===== src/rtl/cpu_sequencer_if.sv =====
// Bus bundle between the CPU sequencer and its instruction memory, decoder and data memory.
// master is the sequencer side; slave is the memory/decoder side.
interface cpu_sequencer_if #(
   parameter int unsigned PC_W = 8
);
   logic            imem_req;
   logic [PC_W-1:0] imem_addr;
   logic [15:0]     imem_rdata;
   logic            imem_ack;
   logic [15:0]     ir;
   logic            ld;
   logic            mw;
   logic            md;
   logic            bs;
   logic            halt;
   logic [5:0]      off;
   logic            zero;
   logic            dmem_req;
   logic            dmem_we;
   logic            dmem_ack;
   logic            reg_we;

   modport master (
      output imem_req, imem_addr, ir, dmem_req, dmem_we, reg_we,
      input  imem_rdata, imem_ack, ld, mw, md, bs, halt, off, zero, dmem_ack
   );

   modport slave (
      input  imem_req, imem_addr, ir, dmem_req, dmem_we, reg_we,
      output imem_rdata, imem_ack, ld, mw, md, bs, halt, off, zero, dmem_ack
   );
endinterface


===== src/rtl/cpu_sequencer.sv =====
// Multi-cycle control sequencer for the 16-bit single-bus CPU: owns PC/IR, fetches,
// steps each instruction through decode/execute/mem/writeback, resolves branches, halts.
module cpu_sequencer #(
   parameter int unsigned PC_W = 8
) (
   input  logic                  clk,
   input  logic                  rst,
   input  logic                  run,
   cpu_sequencer_if.master       bus,
   output logic                  halted,
   output logic [2:0]            state,
   output logic [15:0]           retired
);

   typedef enum logic [2:0] {
      StFetch   = 3'd0,
      StDecode  = 3'd1,
      StExecute = 3'd2,
      StMem     = 3'd3,
      StWb      = 3'd4,
      StHlt     = 3'd5
   } state_e;

   state_e          state_q;
   logic [PC_W-1:0] pc_q;
   logic [15:0]     ir_q;
   logic [15:0]     retired_q;
   logic            req_hold_q;
   logic [PC_W-1:0] off_ext;

   assign off_ext = {{(PC_W-6){bus.off[5]}}, bus.off};

   // Once a fetch request has been seen at a clock edge it stays up until ACK, even if RUN drops.
   assign bus.imem_req  = (state_q == StFetch) && (run || req_hold_q);
   assign bus.imem_addr = pc_q;
   assign bus.ir        = ir_q;
   assign bus.dmem_req  = (state_q == StMem);
   assign bus.dmem_we   = (state_q == StMem) && bus.mw;
   assign bus.reg_we    = (state_q == StWb);
   assign halted        = (state_q == StHlt);
   assign state         = state_q;
   assign retired       = retired_q;

   always_ff @(posedge clk or posedge rst) begin
      if (rst) begin
         state_q    <= StFetch;
         pc_q       <= '0;
         ir_q       <= '0;
         retired_q  <= '0;
         req_hold_q <= 1'b0;
      end else begin
         req_hold_q <= 1'b0;
         case (state_q)
            StFetch: begin
               if (bus.imem_req && bus.imem_ack) begin
                  ir_q    <= bus.imem_rdata;
                  pc_q    <= pc_q + PC_W'(1);
                  state_q <= StDecode;
               end else begin
                  req_hold_q <= bus.imem_req;
               end
            end
            StDecode: begin
               if (bus.halt) begin
                  state_q   <= StHlt;
                  retired_q <= retired_q + 16'd1;
               end else begin
                  state_q <= StExecute;
               end
            end
            StExecute: begin
               // pc_q already points one past this instruction, so the offset is PC-relative+1.
               if (bus.bs) begin
                  if (bus.zero) pc_q <= pc_q + off_ext;
                  state_q   <= StFetch;
                  retired_q <= retired_q + 16'd1;
               end else if (bus.mw || bus.md) begin
                  state_q <= StMem;
               end else if (bus.ld) begin
                  state_q <= StWb;
               end else begin
                  state_q   <= StFetch;
                  retired_q <= retired_q + 16'd1;
               end
            end
            StMem: begin
               if (bus.dmem_ack) begin
                  if (bus.md) begin
                     state_q <= StWb;
                  end else begin
                     state_q   <= StFetch;
                     retired_q <= retired_q + 16'd1;
                  end
               end
            end
            StWb: begin
               state_q   <= StFetch;
               retired_q <= retired_q + 16'd1;
            end
            StHlt:   state_q <= StHlt;
            default: state_q <= StFetch;
         endcase
      end
   end

endmodule


===== src/flat_wrapper.sv =====
// flat-port wrapper written by rule: the top's interface ports become plain ports
module cpu_sequencer_flat 
#(
   parameter int unsigned PC_W = 8
)
  (clk, rst, run, halted, state, retired, bus_imem_req, bus_imem_addr, bus_ir, bus_dmem_req, bus_dmem_we, bus_reg_we, bus_imem_rdata, bus_imem_ack, bus_ld, bus_mw, bus_md, bus_bs, bus_halt, bus_off, bus_zero, bus_dmem_ack);
  cpu_sequencer_if #(.PC_W(PC_W)) bus_i ();
  input  logic clk;
  input  logic rst;
  input  logic run;
  output logic halted;
  output logic [2:0] state;
  output logic [15:0] retired;
  output wire logic [$bits(bus_i.imem_req)-1:0] bus_imem_req;
  output wire logic [$bits(bus_i.imem_addr)-1:0] bus_imem_addr;
  output wire logic [$bits(bus_i.ir)-1:0] bus_ir;
  output wire logic [$bits(bus_i.dmem_req)-1:0] bus_dmem_req;
  output wire logic [$bits(bus_i.dmem_we)-1:0] bus_dmem_we;
  output wire logic [$bits(bus_i.reg_we)-1:0] bus_reg_we;
  input wire logic [$bits(bus_i.imem_rdata)-1:0] bus_imem_rdata;
  input wire logic [$bits(bus_i.imem_ack)-1:0] bus_imem_ack;
  input wire logic [$bits(bus_i.ld)-1:0] bus_ld;
  input wire logic [$bits(bus_i.mw)-1:0] bus_mw;
  input wire logic [$bits(bus_i.md)-1:0] bus_md;
  input wire logic [$bits(bus_i.bs)-1:0] bus_bs;
  input wire logic [$bits(bus_i.halt)-1:0] bus_halt;
  input wire logic [$bits(bus_i.off)-1:0] bus_off;
  input wire logic [$bits(bus_i.zero)-1:0] bus_zero;
  input wire logic [$bits(bus_i.dmem_ack)-1:0] bus_dmem_ack;
  assign bus_imem_req = bus_i.imem_req;
  assign bus_imem_addr = bus_i.imem_addr;
  assign bus_ir = bus_i.ir;
  assign bus_dmem_req = bus_i.dmem_req;
  assign bus_dmem_we = bus_i.dmem_we;
  assign bus_reg_we = bus_i.reg_we;
  assign bus_i.imem_rdata = bus_imem_rdata;
  assign bus_i.imem_ack = bus_imem_ack;
  assign bus_i.ld = bus_ld;
  assign bus_i.mw = bus_mw;
  assign bus_i.md = bus_md;
  assign bus_i.bs = bus_bs;
  assign bus_i.halt = bus_halt;
  assign bus_i.off = bus_off;
  assign bus_i.zero = bus_zero;
  assign bus_i.dmem_ack = bus_dmem_ack;
  cpu_sequencer #(.PC_W(PC_W)) u_core (.clk(clk), .rst(rst), .run(run), .bus(bus_i), .halted(halted), .state(state), .retired(retired));
endmodule

===== config.mk =====
export PLATFORM = sky130hd
export DESIGN_NAME = cpu_sequencer_flat
export DESIGN_NICKNAME = d
export VERILOG_FILES = /design/src/rtl/cpu_sequencer_if.sv /design/src/rtl/cpu_sequencer.sv /design/src/flat_wrapper.sv
export SDC_FILE = /design/constraint.sdc
export NUM_CORES = 1
export LEC_CHECK = 0
export CAP_MARGIN = 20
export CELL_PAD_IN_SITES_DETAIL_PLACEMENT = 0
export CELL_PAD_IN_SITES_GLOBAL_PLACEMENT = 2
export CORE_MARGIN = 2
export CORE_UTILIZATION = 28
export CTS_CLUSTER_DIAMETER = 40
export CTS_CLUSTER_SIZE = 10
export DETAILED_ROUTE_END_ITERATION = 10
export PLACE_DENSITY = 0.89
export SYNTH_ARGS = -nofsm -noshare
export SYNTH_HDL_FRONTEND = slang
export SYNTH_SLANG_ARGS = --single-unit

===== constraint.sdc =====
create_clock -name clk -period 2.9 [get_ports clk]
set_input_delay 0.435 -clock clk [delete_from_list [all_inputs] [get_ports clk]]
set_output_delay 0.435 -clock clk [all_outputs]
set_load 0.005 [all_outputs]

==> out/metrics.yaml <==
power_mw: 2.80
nNetsFinal: 317
synth.avg_cell_area_sq_um: 12.1
worstHoldEndpoint: "u_core.bus.imem_addr[7]"
synth_area_leaders: "dfrtp_1 48%, xor2_1 6.1%, mux2_1 5.9%"
synth_commonest_cells: "44 x dfrtp_1, 16 x xor2_1, 12 x mux2_1"
cap_violations: 0
hp-start: "u_core.bus.imem_addr[7]"
cellLeakagePower_nw: 1.42
path_class: "flop to flop"
dpl_cell_area_sq_um: 3210
initial_core_util_pct: 29.2
postLayoutCellArea_sq_um: 3300
cp-startpoint: "u_core.state[2]"
final-max-slew-violation-count: 0
num_antenna_cells: 0
fmax_mhz: 388
worstReg2RegStart: "u_core.state[2]"
num_rows: 32
drc_errors: 0
rsz0062_at_grt: "no"
ys.flop_type: "dfrtp_1"
skew_ns: 0.00709
fp.dieH_um: 94.3
worst_setup_path_end_kind: "flop"
clkSinkCount: 44
seq_area_frac_synth_pct: 48.3
timing.critical_path.cells: "nor3b_4, nand2b_1, ha_1, fa_1, a21o_1, a21oi_1, o21ba_2, mux2i_1, nor2_1, xor2_1"
async_reset_ff_share_pct: 100
clock_latency_ns: 0.29
antenna_found_initial: 0
synth_edf_count: 0
crit_path_max_fanout: 7
root_buffer: "clkbuf_8"
num-fill-cells: 759
core_area_sq_um: 7810
drt_pre_antenna_iters: 4
slowest_delay_ns: 0.50
cts_tree: "yes"
gp_congestion: 0.775
first_global_vias: 1729
power_density_nw_per_um2: 848
cts_setup_buffers: 0
areaGrowthSynthToFinish_pct: 44.5
drive_above_1_share_pct: 14.1
num_vias: 1692
grt_max_degree: 29
drt_wl_total_um: 5130
yosysWarnings: 0
hold_viol: 0
cts.htree.levels: 2
io_buffers: 80
worstPathArrival_ns: 2.76
dieWidth_um: 94.3
wl_per_cell_um: 13.5
dr.first_iter.drc_count: 57
die-area_sq_um: 8880
io_pins: 81
ff2ff_setup_slack_ns: 0.32
cts_resized: 0
cts_buffers: 5
worstMarginPinSlew_ns: 0.602
track_usage_pct: 12.5
r2r_end: "u_core.bus.imem_addr[6]"
synth_top_area_share_pct: 48.3
grt_overflow: 0
clockBufferDepth: 2
grt_pass1_wl_um: 8680
synthCells: 189
cts_hold_buf: 0
required_ns: 3.08
yosys.area.top_type: "dfrtp_1"
layout_min_cycle_time_ns: 2.58
outcome: "complete, no violations"
cp-start-kind: "flop"
synth_area_sq_um: 2280
clk_pin_slew_worst_paths_ns: 0.08
vias_per_cell: 4.46
hold_slack_ns: 0.486
setup-violations-final: 0
synthMostInstantiatedCell: "dfrtp_1"
ys_ff_latch: 44
holdPathStages: 1
dpl.hpwl_um: 3880
ant_nets: 0
crit_slowest_cell: "dfrtp_1"
r2r_cells: 10
synth_nets: 229
max_slew_margin_pct: 59.7
synth_cell_type_count: 41
finalCritPeriodShare_pct: 88.9
tns_ns: 0
ir_drop_mv: 0.331
hold_path.class: "flop to flop"
[through the flow]
| step | instances | utilization, % | worst slack (ns) |
|---|---|---|---|
| global route | 379 | 42.2 | 0.0814 |
| floorplan | 189 | - | 0.391 |
| detailed placement | 372 | 41.2 | 0.235 |
| CTS | 379 | 42.2 | 0.294 |
| finish | 379 | 42.2 | 0.323 |
| global placement | 372 | 41.2 | 0.234 |
[worst max-delay path by stage]
stage	depth (start not counted)	end	slack, ns
2_1_floorplan	11	u_core.bus.imem_addr[6]	0.39
3_3_place_gp	10	u_core.bus.imem_addr[6]	0.23
3_5_place_dp	10	u_core.bus.imem_addr[6]	0.23
4_1_cts	10	u_core.bus.imem_addr[6]	0.29
5_1_grt	10	u_core.bus.imem_addr[6]	0.08
6_report	10	u_core.bus.imem_addr[6]	0.32
[sequential cells by signal (all words and copies together), names as in the netlist]
name,flops
u_core.bus.imem_addr,8
u_core.retired,16
u_core.state,3
u_core.bus.ir,16
u_core.req_hold_q,1
[power breakdown]
part | switching [mW] | internal (mW) | leakage [nW]
clock | 0.209 | 0.163 | 0.0400
sequential | 0.184 | 0.843 | 0.551
combinational | 0.583 | 0.813 | 0.826
[layout by cell type (no fill, tap or decap), drive strengths merged, types with 5 or more instances in the layout]
cell type / count
a21oi: 6
and2: 7
buf: 6
clkbuf: 5
clkdlybuf4s50: 80
dfrtp: 44
ha: 6
inv: 7
mux2: 19
nand2: 12
nand3: 5
nor2: 10
nor3: 7
o21ai: 6
xnor2: 6
xor2: 16
[cell type report]
class / count / area [sq um] / area share [%]
sequential: 44 / 1100 / 33.4
timing repair buffer: 86 / 846 / 25.7
multi-input combinational: 133 / 1110 / 33.8
clock inverter: 2 / 12.5 / 0.380
inverter: 7 / 26.3 / 0.797
tap: 102 / 128 / 3.87
clock buffer: 5 / 68.8 / 2.09
[kinds of logic after synthesis]
kind of cell | share of synthesized area, %
muxes | 10.3
AOI/OAI and AO/OA | 7.57
adders and majority gates | 4.17
DFF | 48.3
xor gates and xnor gates | 8.45
buffers and inverters | 2.91
and+or+nand+nor | 18.4
[critical path: cells and delay by family (launching register included)]
family	cells	cell delay, ns
xor gates and xnor gates	1	0.14
DFF	1	0.50
adders and majority gates	2	0.64
AOI/OAI and AO/OA	3	0.56
muxes	1	0.17
and+or+nand+nor	3	0.45
[metal layers]
metal | wire length, um | GRT usage [%] | part of all wire, % | up-vias
met5 | 0 | 0 | 0 | -
met4 | 66 | 3.62 | 1.3 | 0
met3 | 413 | 4.41 | 8.1 | 6
met2 | 2310 | 18.5 | 45 | 54
met1 | 2340 | 17.2 | 46 | 801
li1 | - | - | - | 831
Power figures use the tool's default switching activity.
